## src/rtl/sdio_cmd_layer.sv

```systemverilog
// SDIO command layer: decodes PHY commands, tracks card state and RCA,
// turns CMD52 into a single register access and arms the data PHY on CMD53.
module sdio_cmd_layer #(
  parameter int          NUM_FUNCS   = 1,
  parameter logic [23:0] OCR         = 24'hFF8000,
  parameter logic [15:0] RCA_SEED    = 16'h0001,
  parameter int          REG_TIMEOUT = 32
) (
  input  logic        clk,
  input  logic        rst,
  input  logic        i_cmd_stb,
  input  logic        i_cmd_crc_good_stb,
  input  logic [5:0]  i_cmd,
  input  logic [31:0] i_cmd_arg,
  input  logic        i_rsps_idle,
  output logic        o_rsps_stb,
  output logic [39:0] o_rsps,
  output logic [7:0]  o_rsps_len,
  output logic        o_rsps_fail,
  output logic [2:0]  o_reg_func,
  output logic [16:0] o_reg_addr,
  output logic        o_reg_wr_stb,
  output logic        o_reg_rd_stb,
  output logic [7:0]  o_reg_wr_data,
  input  logic [7:0]  i_reg_rd_data,
  input  logic        i_reg_ack,
  output logic        o_data_activate,
  output logic        o_data_write_flag,
  output logic [12:0] o_data_count
);

  typedef enum logic [2:0] {S_IDLE, S_DECODE, S_REG_WAIT, S_RESPOND, S_WAIT_PHY} state_t;
  typedef enum logic [1:0] {C_INIT, C_STBY, C_CMD} card_t;

  localparam logic [2:0] NF      = NUM_FUNCS[2:0];
  localparam int         TW      = $clog2(REG_TIMEOUT + 1);
  localparam logic [TW-1:0] TO_LAST = TW'(REG_TIMEOUT - 1);
  // R5 flags with no error bits: IO current state field = 2'b01
  localparam logic [7:0] R5_OK   = 8'h10;

  state_t        r_state, w_nxt;
  card_t         r_card, w_card_nxt;
  logic [15:0]   r_rca, w_rca_nxt;
  logic [5:0]    r_cmd;
  logic [31:0]   r_arg;
  logic          r_crc_ok;
  logic [TW-1:0] r_to_cnt;
  logic          r_d53_pend;

  logic          r_rsps_stb, r_rsps_fail;
  logic [39:0]   r_rsps;
  logic [2:0]    r_reg_func;
  logic [16:0]   r_reg_addr;
  logic          r_reg_wr, r_reg_rd;
  logic [7:0]    r_reg_wdata;
  logic          r_act, r_dwr;
  logic [12:0]   r_dcnt;

  logic          w_fail, w_go, w_reg_go, w_d53_ok, w_func_bad;
  logic [31:0]   w_payload;
  logic [7:0]    w_rd_byte;

  assign w_func_bad = (r_arg[30:28] > NF);
  // a non-RAW write echoes the written byte; everything else returns the read-back
  assign w_rd_byte  = (r_arg[31] && !r_arg[27]) ? r_arg[7:0] : i_reg_rd_data;

  // state register
  always_ff @(posedge clk) begin
    if (rst) r_state <= S_IDLE;
    else     r_state <= w_nxt;
  end

  // next state, card/RCA update and response payload
  always_comb begin
    w_nxt      = r_state;
    w_card_nxt = r_card;
    w_rca_nxt  = r_rca;
    w_fail     = 1'b0;
    w_go       = 1'b0;
    w_reg_go   = 1'b0;
    w_d53_ok   = 1'b0;
    w_payload  = 32'h0;
    case (r_state)
      S_IDLE: if (i_cmd_stb) w_nxt = S_DECODE;
      S_DECODE: begin
        w_nxt = S_IDLE;
        if (!r_crc_ok) w_fail = 1'b1;
        else begin
          case (r_cmd)
            6'd0: begin
              w_card_nxt = C_INIT;
              w_rca_nxt  = 16'h0;
              w_fail     = 1'b1;
            end
            6'd5: begin
              w_go      = 1'b1;
              w_payload = {1'b1, NF, 1'b0, 3'b000, OCR};
            end
            6'd3: begin
              if (r_card == C_CMD) w_fail = 1'b1;
              else begin
                if (r_rca == 16'h0)         w_rca_nxt = RCA_SEED;
                else if (r_rca == 16'hFFFF) w_rca_nxt = 16'h0001;
                else                        w_rca_nxt = r_rca + 16'h1;
                w_card_nxt = C_STBY;
                w_go       = 1'b1;
                w_payload  = {w_rca_nxt, 16'h0000};
              end
            end
            6'd7: begin
              if (r_arg[31:16] == r_rca && r_rca != 16'h0) begin
                w_card_nxt = C_CMD;
                w_go       = 1'b1;
                w_payload  = {24'h0, R5_OK};
              end else begin
                w_card_nxt = C_STBY;
                w_fail     = 1'b1;
              end
            end
            6'd52: begin
              if (r_card != C_CMD) w_fail = 1'b1;
              else if (w_func_bad) begin
                w_go      = 1'b1;
                w_payload = {16'h0, R5_OK | 8'h02, 8'h00};
              end else begin
                w_reg_go = 1'b1;
                w_nxt    = S_REG_WAIT;
              end
            end
            6'd53: begin
              if (r_card != C_CMD) w_fail = 1'b1;
              else begin
                w_go      = 1'b1;
                w_payload = {16'h0, R5_OK | {4'b0, r_arg[27], 2'b0, w_func_bad}, 8'h00};
                w_d53_ok  = !r_arg[27] && !w_func_bad;
              end
            end
            default: w_fail = 1'b1;
          endcase
        end
        if (w_go) w_nxt = S_RESPOND;
      end
      S_REG_WAIT: begin
        if (i_reg_ack) begin
          w_go      = 1'b1;
          w_payload = {16'h0, R5_OK, w_rd_byte};
          w_nxt     = S_RESPOND;
        end else if (r_to_cnt == TO_LAST) begin
          w_go      = 1'b1;
          w_payload = {16'h0, R5_OK | 8'h08, 8'h00};
          w_nxt     = S_RESPOND;
        end
      end
      S_RESPOND:  w_nxt = S_WAIT_PHY;
      S_WAIT_PHY: if (i_rsps_idle) w_nxt = S_IDLE;
      default:    w_nxt = S_IDLE;
    endcase
  end

  // card state, RCA, command latch and register-access timeout counter
  always_ff @(posedge clk) begin
    if (rst) begin
      r_card   <= C_INIT;
      r_rca    <= 16'h0;
      r_cmd    <= 6'h0;
      r_arg    <= 32'h0;
      r_crc_ok <= 1'b0;
      r_to_cnt <= '0;
    end else begin
      r_card   <= w_card_nxt;
      r_rca    <= w_rca_nxt;
      if (r_state == S_IDLE && i_cmd_stb) begin
        r_cmd    <= i_cmd;
        r_arg    <= i_cmd_arg;
        r_crc_ok <= i_cmd_crc_good_stb;
      end
      r_to_cnt <= (r_state == S_REG_WAIT) ? r_to_cnt + 1'b1 : '0;
    end
  end

  // response and register-port outputs, registered for a clean 2-cycle latency
  always_ff @(posedge clk) begin
    if (rst) begin
      r_rsps_stb  <= 1'b0;
      r_rsps_fail <= 1'b0;
      r_rsps      <= 40'h0;
      r_reg_wr    <= 1'b0;
      r_reg_rd    <= 1'b0;
      r_reg_func  <= 3'h0;
      r_reg_addr  <= 17'h0;
      r_reg_wdata <= 8'h0;
    end else begin
      r_rsps_stb  <= w_go;
      r_rsps_fail <= w_fail;
      if (w_go) r_rsps <= {1'b0, r_cmd, w_payload, 1'b0};
      r_reg_wr    <= w_reg_go && r_arg[31];
      r_reg_rd    <= w_reg_go && !r_arg[31];
      if (w_reg_go) begin
        r_reg_func  <= r_arg[30:28];
        r_reg_addr  <= r_arg[25:9];
        r_reg_wdata <= r_arg[7:0];
      end
    end
  end

  // CMD53 data-PHY arming: fires as the PHY goes idle after the response
  always_ff @(posedge clk) begin
    if (rst) begin
      r_d53_pend <= 1'b0;
      r_act      <= 1'b0;
      r_dwr      <= 1'b0;
      r_dcnt     <= 13'h0;
    end else begin
      r_act <= (r_state == S_WAIT_PHY) && i_rsps_idle && r_d53_pend;
      if (w_d53_ok) begin
        r_d53_pend <= 1'b1;
        r_dwr      <= r_arg[31];
        r_dcnt     <= (r_arg[8:0] == 9'h0) ? 13'd512 : {4'h0, r_arg[8:0]};
      end else if (r_state == S_WAIT_PHY && i_rsps_idle) begin
        r_d53_pend <= 1'b0;
      end
    end
  end

  assign o_rsps_stb        = r_rsps_stb;
  assign o_rsps_fail       = r_rsps_fail;
  assign o_rsps            = r_rsps;
  assign o_rsps_len        = 8'd39;
  assign o_reg_func        = r_reg_func;
  assign o_reg_addr        = r_reg_addr;
  assign o_reg_wr_stb      = r_reg_wr;
  assign o_reg_rd_stb      = r_reg_rd;
  assign o_reg_wr_data     = r_reg_wdata;
  assign o_data_activate   = r_act;
  assign o_data_write_flag = r_dwr;
  assign o_data_count      = r_dcnt;

endmodule

```

## config.mk

```make
export PLATFORM = sky130hd
export DESIGN_NAME = sdio_cmd_layer
export DESIGN_NICKNAME = d
export VERILOG_FILES = /design/src/rtl/sdio_cmd_layer.sv
export SDC_FILE = /design/constraint.sdc
export NUM_CORES = 1
export LEC_CHECK = 0
export BUFFER_PORTS_ARGS = -buffer_cell sky130_fd_sc_hd__buf_2
export CORE_ASPECT_RATIO = 1.5
export CORE_MARGIN = 5
export CORE_UTILIZATION = 44
export CTS_CLUSTER_SIZE = 8
export DETAILED_ROUTE_END_ITERATION = 10
export PLACE_DENSITY = 0.67
export SLEW_MARGIN = 5
export SYNTH_ARGS = -nofsm -noshare
export SYNTH_HDL_FRONTEND = slang
export SYNTH_SLANG_ARGS = --single-unit
```

## constraint.sdc

```tcl
create_clock -name clk -period 6.1 [get_ports clk]
set_input_delay 0.915 -clock clk [delete_from_list [all_inputs] [get_ports clk]]
set_output_delay 0.915 -clock clk [all_outputs]
set_load 0.01 [all_outputs]
```

=== Yosys cells after proc, flatten, opt, wreduce, memory -nomap -nowiden ===
Cells that the tools add are included.

* Logic and storage cells: 123
* Output and inout port bits: 95
* Flip-flop bits (word level): 152
* Input bits: 52

* Order comparisons: 1
* Reductions and logical operators: 25
* Bitwise operators: 2
* Eq/ne operators: 18
* Multiplexer cells: 56
* Add/subtract/negate cells: 2

{| class="wikitable"
|+ Operators by type and width
! operator !! number
|-
| $pmux 32 s5 || 1
|-
| $mux 13 || 5
|-
| $mux 32 || 2
|-
| $pmux 32 s2 || 1
|-
| $mux 16 || 3
|-
| $pmux 16 s2 || 1
|-
| $mux 1 || 24
|-
| $add 16x1->16 const B || 1
|-
| $eq 16x16->1 || 1
|-
| $eq 16x16->1 const B || 1
|-
| $logic_not 16->1 || 1
|-
| $reduce_bool 16->1 || 1
|-
| $mux 3 || 5
|-
| $pmux 3 s5 || 1
|-
| $eq 6x3->1 const B || 2
|-
| $eq 6x6->1 const B || 2
|-
| $mux 2 || 6
|-
| $mux 10 || 1
|-
| $logic_not 9->1 || 1
|-
| $logic_and 1x1->1 || 8
|-
| $mux 8 || 1
|-
| $ne 2x2->1 const B || 4
|-
| $reduce_and 4->1 || 2
|-
| $add 6x1->6 const B || 1
|-
| other kinds (21) || 28
|}

=== Longest topological paths before layout ===
Gate-level depths: netlist of run 1.

* Word-level depth: 8
* Depth in mapped cells: 9
* Depth with buffers taken out: 8

=== Least setup slack after synthesis of run 1 ===
Ideal clock, no wire load.

* Kind: register to register
* From: reg r_cmd[4]
* To: reg r_rsps[32], in the netlist o_rsps[32]
* Required time: 5.983 ns
* Cell stages (with the launch flop): 7
* Clock period less this slack: 2.312 ns
* Arrival: 2.195 ns
* Path buffers: 1
* Path slack: 3.788 ns
* Library setup time: 0.117 ns
* Cells stage by stage: dfxtp_1 > or4b_4 > or3_1 > o41a_1 > nor3b_4 > buf_6 > a22o_1

* Longest elaborated chain between the ends: 5
* Elaborated cells on any way between the ends: 12
* Classes of those cells: eq/ne (5); mux (7)

{| class="wikitable"
|+ RTL lines
! item !! line !! RTL
|-
| from (decl) || 44 || <nowiki>logic [5:0] r_cmd;</nowiki>
|-
| from (signal assigned) || 173 || <nowiki>r_cmd <= i_cmd;</nowiki>
|-
| $eq 6x6->1, or another cell as far along || 89 || <nowiki>case (r_cmd)</nowiki>
|-
| $pmux 1 s5 || 89 ||
|-
| $mux 1 || 87 || <nowiki>if (!r_crc_ok) w_fail = 1'b1;</nowiki>
|-
| $mux 1 || 83 || <nowiki>case (r_state)</nowiki>
|-
| $pmux 1 s2 || 83 ||
|-
| to (signal assigned) || 195 || <nowiki>if (w_go) r_rsps <= {1'b0, r_cmd, w_payload, 1'b0};</nowiki>
|-
| to (decl) || 51 || <nowiki>logic [39:0] r_rsps;</nowiki>
|}

Parallel ways exist; a longest one is shown, timed or not. The select of a mux whose other input is x is not followed.
A chain may end at the register's enable or synchronous reset.

=== Final worst setup path of run 1 ===
* From: reg r_state[2]
* To: reg r_dcnt[8], in the netlist o_data_count[8]

* Longest elaborated chain between the ends: 2

{| class="wikitable"
|+ RTL lines
! item !! line !! RTL
|-
| from (decl) || 41 || <nowiki>state_t r_state, w_nxt;</nowiki>
|-
| from (signal assigned) || 70 || <nowiki>else r_state <= w_nxt;</nowiki>
|-
| $eq 3x1->1 || 83 ||
|-
| $mux 1 || 83 ||
|-
| to (signal assigned) || 218 || <nowiki>r_dcnt <= (r_arg[8:0] == 9'h0) ? 13'd512 : {4'h0, r_arg[8:0]};</nowiki>
|-
| to (decl) || 57 || <nowiki>logic [12:0] r_dcnt;</nowiki>
|}

No other way between the ends.

==> flow_summary_export.csv, run 1 <==
group,metric,value,unit
placement,hpwl,11830,microns
clock_tree,cts_resized,0,
drt,wl,16700,microns
timing,fmax,353.9,MHz
cells_and_area,synthToLayoutAreaGrowth,19.86,%
timing,maxSlewViolCount,0,
status,status,"finished, final reports clean",
cells_and_area,fillerInstances,1385,
grt,grt_pass1_wl,26740,microns
critical_path,cp.arrival,3100,ps
synth,synth_edf_count,0,
synth,syn_area_per_cell,8.340,sq um
clock_tree,holdBufCountCts,0,
timing,setup_tns,0,ps
drt,drtIter0Drc,306,
critical_path,path_max_fanout,13,
clock_tree,cts_sinks,146,
critical_path,reg2reg_slack,3270,ps
drt,vias,5438,
placement,portBuffers,130,
timing,period_share,46.32,%
timing,max-slew-margin-rel,25.76,%
cells_and_area,diodes,0,
floorplanning,dieArea,16810,sq um
synth,ys_types,57,
timing,finalSetupViolCount,0,
floorplanning,placeableCoreArea,13990,sq um
grt,grt_pass1_vias,5228,
clock_tree,clkSlewWorstSetupHoldPaths,60,ps
timing,worstMarginPinSlew,1114,ps
drt,antenna_left,0,
clock_tree,cts_tree,"built",
cells_and_area,drive_gt1_share,20.14,%
clock_tree,cts_buffers,17,
critical_path,r2r_start,"r_state[2]$_SDFFE_PP0P_",
hold_path,holdPathStages,2,
grt,antenna_found_initial,0,
grt,grt_overflow_total,0,
clock_tree,htreeDepth,4,
synth,ys_ff_latch,146,
cells_and_area,seq_area,2923,sq um
floorplanning,num_rows,53,
synth,yosysWarnings,0,
power_and_ir_drop,ir_worst_vdd,0.0001863,V
critical_path,crit_path_end_kind,"register",
power_and_ir_drop,power_density,283.7,nW/um^2
hold_path,hold_end,"o_reg_addr[2]$_SDFFE_PP0P_",
synth,ys_seq_area_share,46.54,%
synth,syn_area,6280,sq um
floorplanning,boundaryPins,147,
placement,gp_congestion,0.9143,
critical_path,worst_ep_required_time,6370,ps
drt,first_pass_iters,5,
timing,min_period,2825,ps
clock_tree,cts.path.max_buffers,2,
critical_path,worst-setup-path-type,"reg -> reg",
critical_path,r2r-end,"o_data_count[8]$_SDFFE_PP0P_",
critical_path,worstSetupStartpointType,"register",
timing,rsz0062_at_grt,"no",
power_and_ir_drop,finalPower,0.002136,W
drt,wl_per_cell,15.81,microns
clock_tree,cts_root_buf,"clkbuf_16",
synth,async_flop_share,0,%
floorplanning,initial_core_util,44.88,%
floorplanning,die_w,107.5,microns
cells_and_area,multiInputGateArea,3065,sq um
floorplanning,die_h,156.3,microns
synth,synth_cells,753,
flow_run,max_cap_violations,0,
grt,grt_max_degree,87,
clock_tree,cts_setup_buffers,0,
timing,clock-skew-final,9.650,ps
drt,drt_drc_violations_left,0,
grt,grt_use_total,19.93,%
synth,ys.flop_type,"dfxtp_1",
hold_path,hold_class,"reg -> reg",
drt,avgViaCountPerCell,5.150,
clock_tree,clkLatencyLatePin,410,ps
power_and_ir_drop,p_leak,3.140,nW
critical_path,reg2reg_depth,6,
hold_path,hold_start,"r_arg[11]$_SDFFE_PP0P_",
timing,finalHoldViolCount,0,
cells_and_area,finalNetCount,906,
## critical path: stages (launching register included)
cell       delay (ps)
dfxtp_1           410
nand4bb_1         410
nor4_2            580
nand2_1           200
nor4_4            750
mux2i_1           280
nor2_1             50
## Yosys cell counts, types with 9 or more instances
cell | count | area (sq um)
a21oi_1 | 88 | 440.4
a22o_1 | 11 | 96.34
buf_4 | 17 | 127.6
clkbuf_1 | 44 | 165.2
dfxtp_1 | 146 | 2923
mux2i_1 | 24 | 240.2
nand2_1 | 164 | 615.6
nand2b_1 | 30 | 187.7
nand3_1 | 16 | 80.08
nor2_1 | 41 | 153.9
nor3_1 | 9 | 45.04
nor4_1 | 10 | 62.56
o21ai_0 | 15 | 75.07
or3_1 | 10 | 62.56
xnor2_1 | 11 | 96.34
xor2_1 | 22 | 192.7
## layer usage
layer | part of all wire (%) | vias up | GRT usage [%]
met5 | 0 | - | 0
li1 | - | 2737 | -
met2 | 51 | 164 | 35.02
met4 | 2.3 | 0 | 6.980
met1 | 40 | 2513 | 23.10
met3 | 5.9 | 24 | 5.530
## cell usage in the layout (no fill, tap or decap), types with 15 or more instances in the layout
cell type / synthesis / routed
a21oi_1: 88 / 88
nor2_1: 41 / 41
nand2_1: 164 / 164
nand3_1: 16 / 16
clkbuf_16: 0 / 17
buf_2: 2 / 129
dfxtp_1: 146 / 146
xor2_1: 22 / 22
nand2b_1: 30 / 30
conb_1: 2 / 16
mux2i_1: 24 / 24
o21ai_0: 15 / 15
## through the flow
stage / setup WS [ps] / util [%] / instances / hold slack (ps) / cell area, sq um
finish: 3275 / 53.80 / 1056 / 451.8 / 7527
global route: 3032 / 53.80 / 1056 / 465.4 / 7527
CTS: 3278 / 53.80 / 1056 / 452.3 / 7527
detailed placement: 3261 / 49.56 / 1024 / 443.9 / 6934
global placement: 3269 / 49.56 / 1024 / 438.4 / 6934
floorplan: 3788 / - / 767 / 429.7 / 6332
## cell families (layout without fill, tap and decap cells)
kind of cell,count (synthesis),count (layout),share of synthesized area [%]
DFF,146,146,46.54
buffers and inverters,76,173,5.718
muxes,24,24,3.825
adders and majority gates,3,3,0.5978
AOI/OAI and AO/OA,149,149,14.13
other,2,16,0.1196
and+or+nand+nor,320,320,24.47
xor gates and xnor gates,33,33,4.602
## registers in the layout, summed over array words and instances, names as in the netlist
name               cells
r_d53_pend             1
r_card                 2
o_reg_rd_stb           1
o_reg_wr_stb           1
o_data_count          10
o_rsps_stb             1
o_reg_addr            17
o_data_activate        1
r_crc_ok               1
o_reg_func             3
o_rsps                35
r_rca                 16
r_arg                 32
o_rsps_fail            1
r_state                3
o_reg_wr_data          8
r_cmd                  6
o_data_write_flag      1
r_to_cnt               6
## cell type report
| type | count | share of cell area, % |
|---|---|---|
| inverters | 8 | 0.3989 |
| clock buffers | 18 | 5.834 |
| repair buffers | 133 | 8.976 |
| well taps | 192 | 3.191 |
| multi-input cells | 545 | 40.72 |
| clock inverters | 14 | 2.045 |
| flip-flops and latches | 146 | 38.83 |
## where the power goes
part | total (W) | internal, W | switching [W]
registers | 0.000993 | 0.000970 | 0.0000236
clock network | 0.00104 | 0.000618 | 0.000420
logic | 0.000104 | 0.0000400 | 0.0000637
total | 0.00214 | 0.00163 | 0.000508
## how the worst max path moves through the flow
stage	cells past startpoint	to	start
after floorplan	6	o_rsps[32]$_SDFFE_PP0P_	r_cmd[4]$_SDFFE_PP0P_
after global placement	4	o_rsps[23]$_SDFFE_PP0P_	rst
after detailed placement	4	o_rsps[20]$_SDFFE_PP0P_	rst
after CTS	6	o_data_count[8]$_SDFFE_PP0P_	r_state[2]$_SDFFE_PP0P_
after global routing	6	o_data_count[2]$_SDFFE_PP0P_	r_state[2]$_SDFFE_PP0P_
final	6	o_data_count[8]$_SDFFE_PP0P_	r_state[2]$_SDFFE_PP0P_
No activity file was read; power rests on OpenSTA's default activity.
==> inputs of run 2 (changes only) <==
Clock period 6.1 ns to 2.85 ns, I/O delays scaled along.
==> run 2 against run 1 <==
Critical path depth unchanged. First-iteration DRC count up 14%. Via count up 2.0%. Sequential power up 110%. Design area up 3.0%. Power up 120%. Utilization up 1.6 points. Final cell count up 2.1%. Register-to-register slack worse by 2900 ps. Clock power up 130%.
==> flow_summary_export.csv, run 2 (synthesized netlist as in run 1, its figures left out) <==
group,metric,value,unit
status,status,"finished, final reports clean",
timing,clock-skew-final,8.443,ps
critical_path,cp.arrival,2780,ps
grt,grt_max_degree,140,
drt,drtIter0Drc,348,
clock_tree,clkSlewWorstSetupHoldPaths,60,ps
clock_tree,clkLatencyLatePin,420,ps
grt,grt_overflow_total,0,
drt,vias,5548,
power_and_ir_drop,ir_worst_vdd,0.0003524,V
timing,max-slew-margin-rel,49.68,%
power_and_ir_drop,intPower,0.003668,W
power_and_ir_drop,p_leak,3.275,nW
critical_path,path_max_fanout,10,
drt,avgViaCountPerCell,5.147,
cells_and_area,synthToLayoutAreaGrowth,23.45,%
clock_tree,cts_resized,0,
critical_path,worst_ep_required_time,3130,ps
clock_tree,holdBufCountCts,0,
timing,period_share,87.94,%
timing,worstMarginPinSlew,754.1,ps
cells_and_area,finalNetCount,928,
drt,wl,17130,microns
power_and_ir_drop,finalPower,0.004764,W
floorplanning,placeableCoreArea,13990,sq um
timing,fin_hold_ws,236.9,ps
floorplanning,die_h,156.3,microns
clock_tree,htreeDepth,4,
clock_tree,cts_buffers,17,
critical_path,cp_top_family,"compound AO/OA/AOI/OAI gates",
placement,portBuffers,130,
timing,fmax,399.0,MHz
timing,rsz0062_at_grt,"no",
clock_tree,cts_tree,"built",
hold_path,hold_class,"in -> reg",
timing,finalHoldViolCount,0,
placement,place_ws,375.4,ps
timing,setup_tns,0,ps
timing,finalSetupViolCount,0,
drt,antenna_left,0,
clock_tree,cts_root_buf,"clkbuf_16",
clock_tree,cts_sinks,146,
drt,first_pass_iters,6,
critical_path,crit_path_frequent_cell,"a21oi_1",
power_and_ir_drop,power_density,614.6,nW/um^2
grt,grt_pass1_wl,26990,microns
cells_and_area,largest_reg_flops,35,
grt,grt_pass1_vias,5274,
critical_path,crit_chain,"nand4_1, or4_1, o2111ai_1, a21oi_1, o21ai_0, a21oi_1",
critical_path,crit_path_end_kind,"register",
drt,wl_per_cell,15.89,microns
timing,min_period,2506,ps
grt,antenna_found_initial,0,
timing,fin_ws,343.8,ps
floorplanning,die_w,107.5,microns
cells_and_area,final_cell_mix,"nand2_1 (164), dfxtp_1 (146), buf_2 (129), a21oi_1 (88), nor2_1 (41)",
power_and_ir_drop,combPwrFrac,5.0,%
floorplanning,initial_core_util,44.88,%
drt,drt_drc_violations_left,0,
cells_and_area,drive_gt1_share,22.12,%
floorplanning,boundaryPins,147,
power_and_ir_drop,clockPowerShare,50.5,%
power_and_ir_drop,pwr-share-seq,44.5,%
critical_path,critical_path_buf_inv_count,0,
grt,grt_use_total,20.19,%
floorplanning,dieArea,16810,sq um
cells_and_area,utilization,55.41,%
timing,maxSlewViolCount,0,
placement,hpwl,12180,microns
power_and_ir_drop,power_switching,0.001096,W
cells_and_area,diodes,0,
critical_path,slowest_stage,"o2111ai_1",
critical_path,worstSetupStartpointType,"register",
critical_path,worst-setup-path-type,"reg -> reg",
clock_tree,cts_setup_buffers,0,
cells_and_area,fillerInstances,1307,
clock_tree,cts.path.max_buffers,2,
cells_and_area,final_common_cell,"nand2_1",
critical_path,max_stage_delay,680,ps
flow_run,max_cap_violations,0,
power_and_ir_drop,power_switching_share,23.01,%
placement,gp_congestion,0.9551,
floorplanning,num_rows,53,
==> run 2: power by group through the flow <==
stage / Clock, W / Sequential [W] / Combinational, W
3_5_place_dp: 0 / 0.00217 / 0.000237
4_1_cts: 0.00245 / 0.00212 / 0.000238
5_1_grt: 0.00254 / 0.00212 / 0.000264
2_1_floorplan: 0 / 0.00215 / 0.000171
6_report: 0.00241 / 0.00212 / 0.000238
3_3_place_gp: 0 / 0.00216 / 0.000236
==> run 2: per-layer routing <==
layer | vias to the layer above | GRT usage (%) | wire length (microns)
met5 | - | 0 | 0
met4 | 0 | 7.882 | 439
met3 | 38 | 6.191 | 1072
met2 | 180 | 35.59 | 8836
met1 | 2560 | 22.57 | 6781
li1 | 2770 | - | -
==> run 2: cell type report <==
| class | instances | area, sq um | share of cell area [%] |
|---|---|---|---|
| clock buffers | 18 | 439.2 | 5.665 |
| clock inverters | 14 | 201.4 | 2.598 |
| well taps | 192 | 240.2 | 3.099 |
| multi-input cells | 545 | 3065 | 39.54 |
| flip-flops and latches | 146 | 2923 | 37.70 |
| inverters | 8 | 30.03 | 0.3873 |
| repair buffers | 155 | 853.3 | 11.01 |
==> run 2: final timing paths <==
path              slack, ps  cells past startpoint                       start                    endpoint
setup / recovery        340                      6       r_rca[6]$_SDFFE_PP0P_       r_rca[7]$_SDFFE_PP0P_
setup reg to reg        340                      6       r_rca[6]$_SDFFE_PP0P_       r_rca[7]$_SDFFE_PP0P_
hold reg to reg         450                      2  o_reg_addr[6]$_SDFFE_PP0P_  o_reg_addr[6]$_SDFFE_PP0P_
hold / removal          240                      3               i_cmd_arg[14]      r_arg[14]$_SDFFE_PP0P_
==> run 2: worst reg2reg max path, cell delays in order (launching register included) <==
cell	delay, ps
dfxtp_1	550
nand4_1	170
or4_1	630
o2111ai_1	680
a21oi_1	80
o21ai_0	170
a21oi_1	80
==> run 2: metrics by stage <==
stage	cells	cell area (sq um)
floorplan	767	6332
global placement	1046	7112
detailed placement	1046	7112
CTS	1078	7752
global route	1078	7752
finish	1078	7752
